[config.mk]
export PLATFORM = sky130hd
export DESIGN_NAME = pcie_rx_lane_deskew_ctrl_flat
export DESIGN_NICKNAME = d
export VERILOG_FILES = /design/src/rtl/pcie_rx_lane_deskew_ctrl_pkg.sv /design/src/rtl/pcie_rx_lane_deskew_ctrl_if.sv /design/src/rtl/pcie_rx_skew_measure.sv /design/src/rtl/pcie_rx_lane_deskew_ctrl.sv /design/src/flat_wrapper.sv
export SDC_FILE = /design/constraint.sdc
export NUM_CORES = 1
export LEC_CHECK = 0
export ABC_AREA = 1
export CORE_MARGIN = 1
export CORE_UTILIZATION = 40
export CTS_CLUSTER_SIZE = 16
export DETAILED_ROUTE_END_ITERATION = 10
export PLACE_DENSITY = 0.57
export REMOVE_ABC_BUFFERS = 1
export SLEW_MARGIN = 0
export SYNTH_ARGS = -nofsm -noshare
export SYNTH_HDL_FRONTEND = slang
export SYNTH_SLANG_ARGS = --single-unit
[constraint.sdc]
create_clock -name clk -period 6.5 [get_ports clk]
set_clock_uncertainty 0.15 [all_clocks]
set_input_delay 1.3 -clock clk [delete_from_list [all_inputs] [get_ports clk]]
set_output_delay 1.3 -clock clk [all_outputs]
set_load 0.01 [all_outputs]
[src/rtl/pcie_rx_lane_deskew_ctrl_pkg.sv]
// Shared types for the PCIe RX lane deskew controller:
// FSM state encoding and lane offset sizing.
package pcie_phy_rx_pkg;

  function automatic int off_w(input int max_skew);
    return (max_skew < 1) ? 1 : $clog2(max_skew + 1);
  endfunction

  localparam int DEF_MAX_SKEW = 7;
  localparam int DEF_OFF_W    = off_w(DEF_MAX_SKEW);

  typedef logic [DEF_OFF_W-1:0] lane_offset_t;

  typedef enum logic [2:0] {
    ST_IDLE,
    ST_WAIT_MARKER,
    ST_MEASURE,
    ST_APPLY,
    ST_SETTLE,
    ST_LOCKED,
    ST_ERROR
  } rx_deskew_state_e;

endpackage

[src/rtl/pcie_rx_lane_deskew_ctrl_if.sv]
// Lane status in, deskew controls out, between the PHY RX
// lanes (master) and the deskew controller (slave).
interface pcie_rx_lane_deskew_ctrl_if
  import pcie_phy_rx_pkg::*;
#(
  parameter int LANE_COUNT = 4,
  parameter int MAX_SKEW   = 7
);
  localparam int OFF_W = off_w(MAX_SKEW);

  logic                        enable;
  logic [LANE_COUNT-1:0]       lane_valid;
  logic [LANE_COUNT-1:0]       lane_marker;
  logic [LANE_COUNT*OFF_W-1:0] lane_delay_sel;
  logic                        descr_sync;
  logic                        rx_ready;
  logic                        lock_lost;
  logic                        align_error;

  modport master (
    output enable, lane_valid, lane_marker,
    input  lane_delay_sel, descr_sync, rx_ready,
    input  lock_lost, align_error
  );

  modport slave (
    input  enable, lane_valid, lane_marker,
    output lane_delay_sel, descr_sync, rx_ready,
    output lock_lost, align_error
  );
endinterface

[src/rtl/pcie_rx_skew_measure.sv]
// One marker window: the first marking lane opens it, each
// lane's first marker records its cycle offset in the window.
module pcie_rx_skew_measure
  import pcie_phy_rx_pkg::*;
#(
  parameter int LANE_COUNT = 4,
  parameter int MAX_SKEW   = 7,
  localparam int OFF_W     = off_w(MAX_SKEW)
) (
  input  logic                             clk,
  input  logic                             reset,
  input  logic                             start_i,
  input  logic                             clear_i,
  input  logic [LANE_COUNT-1:0]            mk_i,
  output logic                             done_o,
  output logic                             timeout_o,
  output logic [LANE_COUNT-1:0][OFF_W-1:0] offsets_o,
  output logic [OFF_W-1:0]                 max_offset_o
);
  localparam logic [OFF_W-1:0] SKEW_LAST = OFF_W'(MAX_SKEW);

  logic                             active_q, active_d;
  logic [OFF_W-1:0]                 wcnt_q, wcnt_d;
  logic [LANE_COUNT-1:0]            seen_q, seen_d;
  logic [LANE_COUNT-1:0]            new_mk;
  logic [LANE_COUNT-1:0][OFF_W-1:0] off_q, off_d;
  logic                             first;

  always_comb begin
    first     = start_i & ~active_q & (|mk_i);
    new_mk    = '0;
    seen_d    = seen_q;
    off_d     = off_q;
    wcnt_d    = wcnt_q;
    active_d  = active_q;
    done_o    = 1'b0;
    timeout_o = 1'b0;
    if (first) begin
      new_mk   = mk_i;
      seen_d   = mk_i;
      off_d    = '0;
      wcnt_d   = OFF_W'(1);
      active_d = 1'b1;
    end else if (active_q) begin
      new_mk = mk_i & ~seen_q;
      seen_d = seen_q | new_mk;
      for (int i = 0; i < LANE_COUNT; i++)
        if (new_mk[i]) off_d[i] = wcnt_q;
      wcnt_d = wcnt_q + 1'b1;
    end
    if (first || active_q) begin
      done_o    = &seen_d;
      timeout_o = active_q & ~done_o & (wcnt_q == SKEW_LAST);
      if (done_o || timeout_o) active_d = 1'b0;
    end
    if (clear_i) begin
      active_d  = 1'b0;
      seen_d    = '0;
      off_d     = '0;
      wcnt_d    = '0;
      done_o    = 1'b0;
      timeout_o = 1'b0;
    end
  end

  // Offsets are published combinationally so the FSM can act
  // on the cycle the window closes.
  always_comb begin
    max_offset_o = '0;
    for (int i = 0; i < LANE_COUNT; i++)
      if (off_d[i] > max_offset_o) max_offset_o = off_d[i];
  end

  assign offsets_o = off_d;

  always_ff @(posedge clk) begin
    if (!reset) begin
      active_q <= 1'b0;
      wcnt_q   <= '0;
      seen_q   <= '0;
      off_q    <= '0;
    end else begin
      active_q <= active_d;
      wcnt_q   <= wcnt_d;
      seen_q   <= seen_d;
      off_q    <= off_d;
    end
  end

endmodule

[src/rtl/pcie_rx_lane_deskew_ctrl.sv]
// Link-level RX deskew sequencer: acquire lane skew, program
// delays, reseed the descrambler and supervise lock.
module pcie_rx_lane_deskew_ctrl
  import pcie_phy_rx_pkg::*;
#(
  parameter int LANE_COUNT    = 4,
  parameter int MAX_SKEW      = 7,
  parameter int SETTLE_CYCLES = 4,
  parameter int ERR_THRESH    = 3,
  parameter int MAX_RETRIES   = 2
) (
  input logic                       clk,
  input logic                       reset,
  pcie_rx_lane_deskew_ctrl_if.slave rx
);
  localparam int OFF_W = off_w(MAX_SKEW);
  localparam int RW    = $clog2(MAX_RETRIES + 1);
  localparam int MW    = $clog2(ERR_THRESH + 1);
  localparam int SW    = $clog2(SETTLE_CYCLES + 1);
  localparam logic [RW-1:0] RETRY_MAX = RW'(MAX_RETRIES);
  localparam logic [MW-1:0] MIS_MAX   = MW'(ERR_THRESH);
  localparam logic [SW-1:0] SET_LAST  = SW'(SETTLE_CYCLES - 1);

  typedef logic [LANE_COUNT-1:0][OFF_W-1:0] offs_t;

  rx_deskew_state_e state_q, state_d;
  logic [RW-1:0]    retry_q, retry_d;
  logic [MW-1:0]    mis_q, mis_d;
  logic [SW-1:0]    scnt_q, scnt_d;
  offs_t            ref_q, ref_d;
  offs_t            dsel_q, dsel_d;
  logic             sync_q, sync_d;
  logic             ready_q, ready_d;
  logic             lost_q, lost_d;
  logic             aerr_q, aerr_d;

  logic [LANE_COUNT-1:0] mk;
  logic                  m_start, m_clear;
  logic                  m_done, m_timeout;
  offs_t                 m_offs, apply_sel;
  logic [OFF_W-1:0]      m_max;
  logic                  take;

  assign mk = rx.lane_valid & rx.lane_marker;

  pcie_rx_skew_measure #(
    .LANE_COUNT (LANE_COUNT),
    .MAX_SKEW   (MAX_SKEW)
  ) u_meas (
    .clk          (clk),
    .reset        (reset),
    .start_i      (m_start),
    .clear_i      (m_clear),
    .mk_i         (mk),
    .done_o       (m_done),
    .timeout_o    (m_timeout),
    .offsets_o    (m_offs),
    .max_offset_o (m_max)
  );

  always_comb begin
    for (int i = 0; i < LANE_COUNT; i++)
      apply_sel[i] = m_max - m_offs[i];
  end

  always_comb begin
    state_d = state_q;
    retry_d = retry_q;
    mis_d   = mis_q;
    scnt_d  = scnt_q;
    ref_d   = ref_q;
    dsel_d  = dsel_q;
    sync_d  = 1'b0;
    ready_d = ready_q;
    lost_d  = 1'b0;
    aerr_d  = aerr_q;
    m_start = 1'b0;
    m_clear = 1'b0;
    take    = 1'b0;
    unique case (state_q)
      ST_IDLE: begin
        m_clear = 1'b1;
        if (rx.enable) state_d = ST_WAIT_MARKER;
      end
      ST_WAIT_MARKER: begin
        m_start = 1'b1;
        if (m_done) take = 1'b1;
        else if (|mk) state_d = ST_MEASURE;
      end
      ST_MEASURE: begin
        m_start = 1'b1;
        if (m_done) begin
          take = 1'b1;
        end else if (m_timeout) begin
          retry_d = retry_q + 1'b1;
          if (retry_d == RETRY_MAX) begin
            state_d = ST_ERROR;
            aerr_d  = 1'b1;
          end else begin
            state_d = ST_WAIT_MARKER;
          end
        end
      end
      ST_APPLY: begin
        retry_d = '0;
        scnt_d  = '0;
        state_d = ST_SETTLE;
      end
      ST_SETTLE: begin
        if (scnt_q == SET_LAST) begin
          state_d = ST_LOCKED;
          ready_d = 1'b1;
          mis_d   = '0;
        end else begin
          scnt_d = scnt_q + 1'b1;
        end
      end
      ST_LOCKED: begin
        m_start = 1'b1;
        if (m_done && (m_offs == ref_q)) begin
          mis_d = '0;
        end else if (m_done || m_timeout) begin
          mis_d = mis_q + 1'b1;
          if (mis_d == MIS_MAX) begin
            mis_d   = '0;
            ready_d = 1'b0;
            lost_d  = 1'b1;
            state_d = ST_WAIT_MARKER;
          end
        end
      end
      ST_ERROR: begin
        m_clear = 1'b1;
        aerr_d  = 1'b1;
        ready_d = 1'b0;
      end
      default: state_d = ST_IDLE;
    endcase
    // Delays become visible together with the reseed pulse.
    if (take) begin
      state_d = ST_APPLY;
      sync_d  = 1'b1;
      ref_d   = m_offs;
      dsel_d  = apply_sel;
    end
    if (!rx.enable) begin
      state_d = ST_IDLE;
      retry_d = '0;
      mis_d   = '0;
      scnt_d  = '0;
      ref_d   = '0;
      dsel_d  = '0;
      sync_d  = 1'b0;
      ready_d = 1'b0;
      lost_d  = 1'b0;
      aerr_d  = 1'b0;
      m_clear = 1'b1;
    end
  end

  always_ff @(posedge clk) begin
    if (!reset) begin
      state_q <= ST_IDLE;
      retry_q <= '0;
      mis_q   <= '0;
      scnt_q  <= '0;
      ref_q   <= '0;
      dsel_q  <= '0;
      sync_q  <= 1'b0;
      ready_q <= 1'b0;
      lost_q  <= 1'b0;
      aerr_q  <= 1'b0;
    end else begin
      state_q <= state_d;
      retry_q <= retry_d;
      mis_q   <= mis_d;
      scnt_q  <= scnt_d;
      ref_q   <= ref_d;
      dsel_q  <= dsel_d;
      sync_q  <= sync_d;
      ready_q <= ready_d;
      lost_q  <= lost_d;
      aerr_q  <= aerr_d;
    end
  end

  assign rx.lane_delay_sel = dsel_q;
  assign rx.descr_sync     = sync_q;
  assign rx.rx_ready       = ready_q;
  assign rx.lock_lost      = lost_q;
  assign rx.align_error    = aerr_q;

endmodule

[src/flat_wrapper.sv]
// flat-port wrapper written by rule: the top's interface ports become plain ports
module pcie_rx_lane_deskew_ctrl_flat import pcie_phy_rx_pkg::*;
#(
  parameter int LANE_COUNT    = 4,
  parameter int MAX_SKEW      = 7,
  parameter int SETTLE_CYCLES = 4,
  parameter int ERR_THRESH    = 3,
  parameter int MAX_RETRIES   = 2
)
  (clk, reset, rx_enable, rx_lane_valid, rx_lane_marker, rx_lane_delay_sel, rx_descr_sync, rx_rx_ready, rx_lock_lost, rx_align_error);
  pcie_rx_lane_deskew_ctrl_if #(.LANE_COUNT(LANE_COUNT), .MAX_SKEW(MAX_SKEW)) rx_i ();
  input logic clk;
  input logic reset;
  input wire logic [$bits(rx_i.enable)-1:0] rx_enable;
  input wire logic [$bits(rx_i.lane_valid)-1:0] rx_lane_valid;
  input wire logic [$bits(rx_i.lane_marker)-1:0] rx_lane_marker;
  output wire logic [$bits(rx_i.lane_delay_sel)-1:0] rx_lane_delay_sel;
  output wire logic [$bits(rx_i.descr_sync)-1:0] rx_descr_sync;
  output wire logic [$bits(rx_i.rx_ready)-1:0] rx_rx_ready;
  output wire logic [$bits(rx_i.lock_lost)-1:0] rx_lock_lost;
  output wire logic [$bits(rx_i.align_error)-1:0] rx_align_error;
  assign rx_i.enable = rx_enable;
  assign rx_i.lane_valid = rx_lane_valid;
  assign rx_i.lane_marker = rx_lane_marker;
  assign rx_lane_delay_sel = rx_i.lane_delay_sel;
  assign rx_descr_sync = rx_i.descr_sync;
  assign rx_rx_ready = rx_i.rx_ready;
  assign rx_lock_lost = rx_i.lock_lost;
  assign rx_align_error = rx_i.align_error;
  pcie_rx_lane_deskew_ctrl #(.LANE_COUNT(LANE_COUNT), .MAX_SKEW(MAX_SKEW), .SETTLE_CYCLES(SETTLE_CYCLES), .ERR_THRESH(ERR_THRESH), .MAX_RETRIES(MAX_RETRIES)) u_core (.clk(clk), .reset(reset), .rx(rx_i));
endmodule
After elaboration in Yosys (flattened, before gate mapping)
Index checks and enable logic that the tools add are counted.

storage, ports and cells
  register bits after elaboration = 58
  output and inout port bits = 16
  logic and storage cells = 170
  input bits = 11

cells by class
  muxes and demuxes = 59
  bitwise gates (word level) = 15
  order comparisons = 4
  reductions and logical operators = 28
  add/sub/neg operators = 8
  equality and inequality tests = 31

operator list
  operator             number
  $mux 3               18
  $mux 12              3
  $mux 1               23
  $pmux 3 s7           1
  $ne 3x1->1 const B   6
  $reduce_and 9->1     2
  $mux 2               7
  $ne 2x1->1 const B   7
  $eq 12x12->1         1
  $eq 3x3->1 const B   4
  $sub 3x3->3          4
  $reduce_bool 2->1    5
  $eq 3x2->1 const B   3
  $gt 3x3->1           3
  $reduce_or 3->1      3
  $and 4x4->4          2
  $mux 4               2
  $ne 2x2->1 const B   4
  $pmux 2 s2           2
  $reduce_and 4->1     2
  $not 1->1            7
  $add 3x1->3 const B  2
  $ne 3x3->1 const B   2
  $pmux 3 s2           1
  20 further kinds     31

Longest topological paths before layout
Gate-level depths: netlist of run 1.

  depth in word-level cells = 17
  depth in mapped cells = 34
  gate-level depth less buffers = 33

Modules after synthesis
From an unflattened synthesis of run 1, not the netlist that was laid out.

unflattened totals
  cell total of the unflattened synthesis = 498
  area total of the unflattened synthesis = 3529.6 sq um

by module, submodules not included
  module                    instances  cells each  sequential area each (sq um)  area an instance (sq um)
  pcie_rx_lane_deskew_ctrl  1          284         760.7                         2145.8
  pcie_rx_skew_measure      1          214         400.4                         1383.8

Worst setup path before layout of run 1
No wires, ideal clock.

  kind = input-to-reg
  start = input rx_lane_valid[0]
  end = register u_core.dsel_q, in the netlist u_core.rx.lane_delay_sel[2]
  setup time = 0.117 ns
  data arrival time = 5.419 ns
  required time = 6.233 ns
  path slack = 0.814 ns
  buffers on the path = 1
  stages = 32
  cells stage by stage = nand2_1 > nand2_1 > inv_1 > nand2_1 > nand3_4 > buf_12 > nand3_2 > inv_1 > ha_1 > a31oi_1 > a32oi_1 > nor2_1 > a21oi_1 > ha_1 > a31oi_1 > nand2_1 > inv_1 > nand2_1 > o21ai_2 > ha_1 > a21oi_1 > o21ai_0 > nand2_1 > nor2_1 > a21oi_1 > ha_1 > inv_1 > fa_1 > xnor2_1 > nand2_1 > nand2_1 > o21ai_1

RTL lines
  element                 line                             text
  start: declaration      flat_wrapper.sv:15               input wire logic [$bits(rx_i.lane_valid)-1:0] rx_lane_valid;
  end signal: assignment  pcie_rx_lane_deskew_ctrl.sv:179  dsel_q <= dsel_d;
  end: declaration        pcie_rx_lane_deskew_ctrl.sv:31   offs_t dsel_q, dsel_d;

==> impl_metrics.ini, run 1 <==
[placed_design]
port_buffers = 26
routabilityCongestion = 0.871
dp.cells = 610
dp_hpwl_um = 6650
placed_area_um2 = 3900

[sta]
min_period_over_period = 0.928
fin_setup_tns_ps = 0
hold_violations = 0
setup_viol = 0
worstMarginPinSlew_ps = 463
rsz0062_at_grt = false
fmax_mhz = 166
period_minus_slack_ps = 6030
drv_slew = 0
max-slew-margin-rel = 0.688

[detailed_routing]
routed_wl_um = 8570
drtIter0Drc = 133
postRouteAntennaNets = 0
firstDrtPassIters = 4
viasPerCell = 5.14
wl_per_cell_um = 13.6
drc = 0
vias = 3240

[finish]
final_net_count = 553
fillCellCount = 849
area_growth_pct = 18.9
layout-drive-gt1-share = 0.156
design_area_um2 = 4180
n_antenna_cell = 0
stdcell_count = 630
final_util = 0.501

[critical_path]
crit_slowest_cell = clkdlybuf4s50_1
regToRegEndpoint = u_core.rx.lane_delay_sel[5]
cp_num_cells = 32
cp.arrival_ps = 6110
crit_fanout = 4
critPathMaxStageDelay_ps = 450
reg2reg_slack_ps = 1120
r2r_cells = 31
worstSetupPathType = in -> reg
critPathLaunch = rx_lane_marker[1]
start_kind = primary input
critical_path.top_delay_family = adder cells
cp.buffers_inverters = 5
cp-endpoint = u_core.rx.lane_delay_sel[5]
crit_path_end_kind = flop
rr_startpoint = u_core.u_meas.active_q
critPathRequiredTime_ps = 6580
cp_common_cell = nand2_1

[clock_network]
hold_buffers = 0
clk_pin_slew_ps = 70
h-tree-depth = 3
clock_latency_ps = 340
clkSinkCount = 58
root_buffer = clkbuf_8
clockBufferDepth = 2
cts_tree = built
cts_buffers = 9

[power]
intPower_w = 0.000605
power_leakage_nw = 1.86
swShare = 0.296
powerDensity_nw_per_um2 = 206
power.total_w = 0.000859
ir_drop_uv = 109
power_switching_w = 0.000254
power_frac_clock = 0.405
combinationalPowerShare = 0.166
seqPwrFrac = 0.429

[grt]
grt_max_degree = 19
grt_use_total = 0.205
grt_pass1_wl_um = 14100
grt_antenna_before_repair = 0
grt-ovfl-total = 0
grt_pass1_vias = 3045

[synthesis]
ys.flop_type = dfxtp_1
synth.avg_cell_area_um2 = 7.37
yosys.area.top_type = dfxtp_1
yosys_warnings = 0
ys_ff_latch = 58
synth_edf_count = 0
synth_area_leaders = dfxtp_1 33%, nand2_1 13%, ha_1 6.4%, inv_1 6.1%, nor2_1 5.1%
netlist_area_um2 = 3510
synth.top_cells.by_count = 119 x nand2_1, 58 x dfxtp_1, 57 x inv_1
yosysMostFrequentCell = nand2_1
synth_top_area_frac = 0.330
syn_inst = 477
yosysUniqueCellTypes = 40
synth-seq-area-share = 0.330
synth-async-reset-ratio = 0

[job]
cap_violations = 0

[status]
status = complete, no violations

[floorplanning]
start_util = 0.421
design.die.area_um2 = 9170
rows = 33
core_um2 = 8340
die_h_um = 95.7
pin_count = 27
die_x_um = 95.7

[min_path]
hold_class = reg -> reg
-- kinds of logic (layout without fill, tap and decap cells) --
group | after synthesis | in the layout | share of synthesized area
AOI/OAI and AO/OA | 79 | 79 | 0.135
xor gates and xnor gates | 4 | 4 | 0.00997
adders and majority gates | 22 | 22 | 0.0869
buffers and inverters | 75 | 123 | 0.0983
DFF | 58 | 58 | 0.330
muxes | 1 | 1 | 0.00285
and+or+nand+nor | 238 | 238 | 0.337
-- worst min path at each step --
stage	start	to	slack (ps)	cells after the start
after floorplan	u_core.retry_q[0]	u_core.retry_q[0]	290	1
after global placement	u_core.rx.align_error	u_core.rx.align_error	290	2
after detailed placement	u_core.rx.align_error	u_core.rx.align_error	300	2
after CTS	u_core.rx.align_error	u_core.rx.align_error	310	2
after global routing	u_core.rx.align_error	u_core.rx.align_error	330	2
final	u_core.rx.align_error	u_core.rx.align_error	310	2
-- power by group through the flow --
stage	clock network, W	logic [W]	registers, W
2_1_floorplan	0	0.0000945	0.000375
4_1_cts	0.000357	0.000135	0.000369
3_3_place_gp	0	0.000134	0.000377
3_5_place_dp	0	0.000134	0.000377
6_report	0.000348	0.000142	0.000369
5_1_grt	0.000374	0.000156	0.000370
-- routing by layer --
layer | share of wire | vias up | GRT usage
met1 | 0.48 | 1503 | 0.254
li1 | - | 1668 | -
met3 | 0.031 | 13 | 0.0569
met4 | 0.017 | 0 | 0.0759
met5 | 0 | - | 0
met2 | 0.47 | 56 | 0.339
-- worst reg2reg max path: cells and delay by family (launching register included) --
kind / cells / cell delay (ps)
flops: 1 / 560
fa+ha+maj: 5 / 1440
buf+inv: 4 / 400
simple gates: 12 / 1250
xor+xnor: 1 / 190
compound gates: 9 / 1260
-- final cells by class --
type | instances | area, um^2 | share of cell area
Clock buffer | 11 | 151 | 0.0362
Clock inverter | 5 | 52.6 | 0.0126
Inverter | 65 | 249 | 0.0596
Multi-Input combinational cell | 344 | 2050 | 0.491
Sequential cell | 58 | 1160 | 0.278
Tap cell | 105 | 131 | 0.0314
Timing Repair Buffer | 42 | 380 | 0.0910
-- sequential cells by signal, indices dropped and copies added, names as in the netlist, 2 cells and up --
register	count
u_core.mis_q	2
u_core.ref_q	12
u_core.retry_q	2
u_core.rx.lane_delay_sel	12
u_core.scnt_q	3
u_core.state_q	3
u_core.u_meas.off_q	12
u_core.u_meas.seen_q	4
u_core.u_meas.wcnt_q	3
-- repair_timing --
item	in CTS	in global routing
endpoints found under the setup margin	0	8
endpoints found under the hold margin	0	0
gates resized for setup	0	11
setup buffers	0	4
-- per-stage QoR --
stage	hold WS (ps)	setup WS (ps)
3_5_place_dp	297	-154
6_report	307	468
2_1_floorplan	290	588
3_3_place_gp	291	82.1
5_1_grt	333	19.9
4_1_cts	308	197
-- cell usage in the layout (no fill, tap or decap), types with 6 or more instances in the layout --
cell type        count
nand2_1            119
dfxtp_1             58
inv_1               57
nor2_1              48
clkdlybuf4s50_1     26
a21oi_1             23
nand4_1             20
ha_1                18
nand3_1             17
o21ai_0             17
buf_4               16
o22ai_1             12
clkbuf_8            11
nand2_2             10
nand3_4              8
nand3_2              8
inv_2                6
o21ai_1              6
Note: power is estimated with default switching activity, not from simulation.
==> run 2: changes to the inputs <==
--- a/config.mk
+++ b/config.mk
@@ -6,6 +6,7 @@
 export NUM_CORES = 1
 export LEC_CHECK = 0
 export ABC_AREA = 1
+export CAP_MARGIN = 10
 export CORE_MARGIN = 1
 export CORE_UTILIZATION = 40
 export CTS_CLUSTER_SIZE = 16
==> results of run 2 <==
Final layout, timing and power as in run 1 (identical DEF).
==> run 3: changes to the inputs <==
--- a/config.mk
+++ b/config.mk
@@ -9,8 +9,10 @@
 export CAP_MARGIN = 10
 export CORE_MARGIN = 1
 export CORE_UTILIZATION = 40
+export CTS_CLUSTER_DIAMETER = 50
 export CTS_CLUSTER_SIZE = 16
 export DETAILED_ROUTE_END_ITERATION = 10
+export GPL_TIMING_DRIVEN = 0
 export PLACE_DENSITY = 0.57
 export REMOVE_ABC_BUFFERS = 1
 export SLEW_MARGIN = 0
==> run 3 against run 2 <==
Wire length is 1.7% lower. Maximum frequency is 1.9% lower. Global-route usage is 0.28 points lower. Sequential share of layout area is 0.43 points lower. Cell area is 1.6% higher. Setup slack worse by 120 ps. Sequential power hardly changed. Via count is 2.2% lower. Count of clock-buffer cells in the layout is 1 higher. Combinational power hardly changed. Critical path type unchanged. Critical endpoint is now u_core.rx.lane_delay_sel[8]. Largest cell class unchanged. Highest routed layer unchanged.
==> impl_metrics.ini, run 3 (synthesized netlist as in run 1, its figures left out) <==
[sta]
drv_slew = 0
max-slew-margin-rel = 0.673
min_period_over_period = 0.946
fin_ws_ps = 351
period_minus_slack_ps = 6150
fmax_mhz = 163
hold_violations = 0
holdWs_ps = 301
setup_viol = 0
worstMarginPinSlew_ps = 486

[finish]
final_cell_mix = 116 x nand2_1, 58 x dfxtp_1, 56 x inv_1
layout-drive-gt1-share = 0.170
n_antenna_cell = 0
final_net_count = 550
final_common_cell = nand2_1
area_growth_pct = 20.8
final_util = 0.509
design_area_um2 = 4240

[critical_path]
cp.arrival_ps = 6230
worstSetupPathType = in -> reg
crit_fanout = 8
critPathRequiredTime_ps = 6580
crit_path_end_kind = flop
start_kind = primary input
reg2reg_slack_ps = 1010

[floorplanning]
rows = 33
die_x_um = 95.7
core_um2 = 8340
start_util = 0.421
die_h_um = 95.7
design.die.area_um2 = 9170
pin_count = 27

[grt]
grt_pass1_vias = 3017
grt_antenna_before_repair = 0
grt_pass1_wl_um = 14100
grt_max_degree = 26
grt_use_total = 0.202
grt-ovfl-total = 0

[min_path]
hold_class = reg -> reg

[placed_design]
routabilityCongestion = 0.842
placed_area_um2 = 3810
port_buffers = 26
place_ws_ps = -817
dp_hpwl_um = 6080

[power]
seqPwrFrac = 0.428
combinationalPowerShare = 0.168
swShare = 0.298
power_frac_clock = 0.404
power_leakage_nw = 1.84
powerDensity_nw_per_um2 = 203
ir_drop_uv = 139
power.total_w = 0.000861
intPower_w = 0.000604
power_switching_w = 0.000257

[detailed_routing]
drtIter0Drc = 86
postRouteAntennaNets = 0
wl_per_cell_um = 13.4
drc = 0
routed_wl_um = 8420
viasPerCell = 5.06
firstDrtPassIters = 4
vias = 3170

[clock_network]
cts_buffers = 9
cts_tree = built
clkSinkCount = 58
root_buffer = clkbuf_8
hold_buffers = 0
h-tree-depth = 3
clk_pin_slew_ps = 70
clock_latency_ps = 340
clockBufferDepth = 2

[job]
cap_violations = 0

[status]
status = complete, no violations
-- run 3: timing repair --
action	in CTS	in global routing
gates resized for setup	2	26
pin swaps	1	8
buffers inserted	3	9
gates cloned	1	0
endpoints found under the setup margin	8	8
-- run 3: layer usage --
metal	part of all wire	wire length, um	GRT usage	vias to the layer above
li1	-	-	-	1661
met1	0.47	3970	0.248	1455
met2	0.48	4070	0.354	42
met3	0.028	238	0.0411	12
met4	0.017	140	0.0672	0
met5	0	0	0	-
-- run 3: power by group through the flow --
stage                     sequential [W]  clock (W)  combinational [W]
final                           0.000369   0.000348           0.000144
after global routing            0.000369   0.000373           0.000160
after CTS                       0.000368   0.000356           0.000135
after detailed placement        0.000377          0           0.000124
after global placement          0.000377          0           0.000124
after floorplan                 0.000375          0          0.0000945
-- run 3: final timing paths --
kind | start | to | cells after the start
max | rx_lane_valid[0] | u_core.rx.lane_delay_sel[8] | 28
min | u_core.rx.align_error | u_core.rx.align_error | 2
max reg2reg | u_core.u_meas.active_q | u_core.rx.lane_delay_sel[8] | 25
min reg2reg | u_core.rx.align_error | u_core.rx.align_error | 2
-- run 3: area by class of cell --
type	count	area [um^2]
Multi-Input combinational cell	345	2140
Clock buffer	12	155
Sequential cell	58	1160
Tap cell	105	131
Clock inverter	4	50.0
Timing Repair Buffer	38	358
Fill cell	821	4100
Inverter	65	251
-- run 3: worst max-delay path, cell delays in order --
cell             delay (ps)
clkdlybuf4s50_1         450
nand2_1                  80
nand2_1                  70
inv_1                    60
nand2_4                 110
nand3_4                 180
nand3_4                 150
inv_1                    70
ha_1                    330
a31oi_2                 240
nand2_1                 120
nor2_1                  140
a21oi_2                  60
ha_1                    320
a31oi_1                  90
nand2_1                  80
nand2_1                 110
o21ai_0                 420
ha_1                    330
nand3_1                 100
nand2_2                  90
buf_4                   160
mux2i_2                 220
fa_1                    440
xnor2_1                 290
nand2_1                  90
nand2_1                  60
o21ai_1                  50
-- run 3: metrics by stage --
| step | setup TNS, ps | instances |
|---|---|---|
| global route | -161 | 627 |
| global placement | -4420 | 598 |
| floorplan | 0 | 467 |
| detailed placement | -5530 | 598 |
| finish | 0 | 627 |
| CTS | 0 | 618 |
==> variant, RTL diff (settings of run 2) <==
`SETTLE_CYCLES` is set to 4 in 2 places; all go to 8.
--- a/src/rtl/pcie_rx_lane_deskew_ctrl.sv
+++ b/src/rtl/pcie_rx_lane_deskew_ctrl.sv
@@ -7,3 +7,3 @@
   parameter int MAX_SKEW      = 7,
-  parameter int SETTLE_CYCLES = 4,
+  parameter int SETTLE_CYCLES = 8,
   parameter int ERR_THRESH    = 3,
--- a/src/flat_wrapper.sv
+++ b/src/flat_wrapper.sv
@@ -5,3 +5,3 @@
   parameter int MAX_SKEW      = 7,
-  parameter int SETTLE_CYCLES = 4,
+  parameter int SETTLE_CYCLES = 8,
   parameter int ERR_THRESH    = 3,
Function: changed (a bounded check fails within 10 cycles, from zero or initial values and one cycle with reset low).
==> variant against run 2 <==
Final area is 1.5% higher; synthesized cell count is 7.1% higher; power is 1.6% higher; utilization is 1.2 points lower; wire length is 2.0% lower; global-route usage is 1.6 points lower; worst hold slack better by 1.2 ps; sequential cell count is 1 higher; synthesized area is 1.9% higher; sequential share of layout area is 0.070 points higher; worst setup slack worse by 120 ps; critical path type unchanged; critical endpoint is now u_core.rx.lane_delay_sel[2]$_SDFFE_PN0P_; highest routed layer unchanged.
==> variant: results (changes against run 2) <==
- The run finished with clean final reports.
- The fraction of registers with async set/reset is 0% (unchanged).
- The number of warnings reported in the yosys synthesis log is 0 (unchanged).
- The count of nets after finishing was 579 (+4.7%).
- The worst min-delay path startpoint is u_core.rx.lane_delay_sel[9]$_SDFFE_PN0P_.
- The worst-skew pair later-pin latency was 340 ps (about the same).
- The global-route wire length before repair came to 14400 um (+2.0%).
- The total setup violations reported at the end of the flow came to 0 (unchanged).
- The synthesized instance count is 511 (+7.1%).
- The mean number of vias per cell was 5.02 (-2.4%).
- The register area share after synthesis is 33.0% (-0.064 points).
- The number of cells after detailed placement is 643 (+5.4%).
- The number of global-route vias before repair is 3099 (+1.8%).
- The H-tree depth reported by CTS was 3 (unchanged).
- The area of placed instances is 3960 um2 (+1.6%).
- The leakage power of the design is 1.89 nW (+1.7%).
- The fraction of layout cells with a size suffix above 1 is 12.0% (-3.7 points).
- The estimated wirelength of the detail-placed design is 6250 um (-6.1%).
- The beginning of the worst register-to-register path is u_core.state_q[2]$_SDFFE_PP0P_.
- The worst path arrival time is 6230 ps (+120 ps).
- The distinct cell type count of the synthesized netlist is 38 (-5.0%).
- The initial antenna violation count was 0 (unchanged).
- Among all stages on the critical path, the largest delay is contributed by sky130_fd_sc_hd__clkdlybuf4s50_1.
- Yosys attributes the largest share of cell area to sky130_fd_sc_hd__dfxtp_1 (33%), sky130_fd_sc_hd__nand2_1 (13%), sky130_fd_sc_hd__inv_1 (9.0%).
- The final RePlAce weighted congestion is 0.828 (-4.9%).
- The post-detailed-routing wire length was 8400 um (-2.0%).
- In the synthesized netlist, the cells that appear most often are sky130_fd_sc_hd__nand2_1 (126), sky130_fd_sc_hd__inv_1 (86), sky130_fd_sc_hd__nor2_1 (61).
- The most critical setup path has its startpoint at rx_lane_valid[0].
- Among all flip-flop cells after synthesis, the most frequent one is sky130_fd_sc_hd__dfxtp_1.
- The detailed router's first-iteration violation count was 139 (+4.5%).
- The total global routing track utilization is 19.0% (-1.6 points).
- The routed length per placed instance is 12.7 um (-6.5%).
- The headroom to the max-slew limit is 62.3% (-6.5 points).
- The port buffer count came to 26 (unchanged).
- The maximum root-to-sink buffer count was 2 (unchanged).
- In this run the worst hold path is classified as flop to flop.
- The top fanout value on the critical path is 9 (+5).
- The maximum number of pins on one net before global-route repair is 24 (+5).
- The final antenna diode count is 0 (unchanged).
- The largest incremental delay on the critical path came to 400 ps (-50 ps).
- The maximum resistive drop on vdd is 0.000114 V (+4.1%).
- In this run the clock root is driven by a sky130_fd_sc_hd__clkbuf_8.
## variant: changes by cell type after synthesis, sizes merged, moves of 3 or more
cell | before | now
inv | 63 | 90
nor2 | 52 | 64
a21oi | 27 | 21
nand3 | 33 | 30
nor3 | 1 | 4
## variant: worst paths after layout
path	depth (start not counted)	endpoint	slack (ps)
min reg2reg	2	u_core.rx.lane_delay_sel[9]$_SDFFE_PN0P_	310
max	30	u_core.rx.lane_delay_sel[2]$_SDFFE_PN0P_	340
max reg2reg	28	u_core.rx.lane_delay_sel[2]$_SDFFE_PN0P_	1220
min	2	u_core.rx.lane_delay_sel[9]$_SDFFE_PN0P_	310
## variant: critical path: cells and delay by family
kind            cells  cell delay, ps
simple gates       12            1120
compound gates      8            1330
fa+ha+maj           5            1570
xor+xnor            1             190
buf+inv             4             690
## variant: repair_timing
action | CTS | global route
resized for setup | 0 | 8
hold buffers | 0 | 0
endpoints found under the setup margin | 0 | 7
buffers inserted | 0 | 1
## variant: cells by family after synthesis
logic type                 share of synthesized area (%)
muxes                                              0.279
buffers and inverters                               11.8
xor gates and xnor gates                           0.978
DFF                                                 33.0
adders and majority gates                           8.17
AOI/OAI and AO/OA                                   13.9
and+or+nand+nor                                     31.9
## variant: layout make-up
class	instances	area (um2)
fill	893	4440
multi-input combinational	351	2020
sequential	59	1180
inverter	90	338
timing repair buffer	36	335
clock buffer	12	155
tap	108	135
clock inverter	4	72.6
## variant: metrics by stage
stage          hold slack [ps]  setup WS [ps]
6_report                   308            345
5_1_grt                    337          -32.9
4_1_cts                    313            303
3_5_place_dp               297          -42.4
3_3_place_gp               298            112
2_1_floorplan              283            446
## variant: per-layer routing
| layer | global-route usage (%) | vias to the layer above | share of wire [%] |
|---|---|---|---|
| met5 | 0 | - | 0 |
| met4 | 7.58 | 0 | 1.8 |
| met3 | 4.34 | 15 | 2.9 |
| met2 | 32.1 | 58 | 48 |
| met1 | 23.2 | 1512 | 47 |
| li1 | - | 1729 | - |
## variant: where the power goes
group | internal [mW] | total (mW) | switching, mW
sequential | 0.366 | 0.371 | 0.00456
clock | 0.236 | 0.389 | 0.152
combinational | 0.0339 | 0.113 | 0.0793
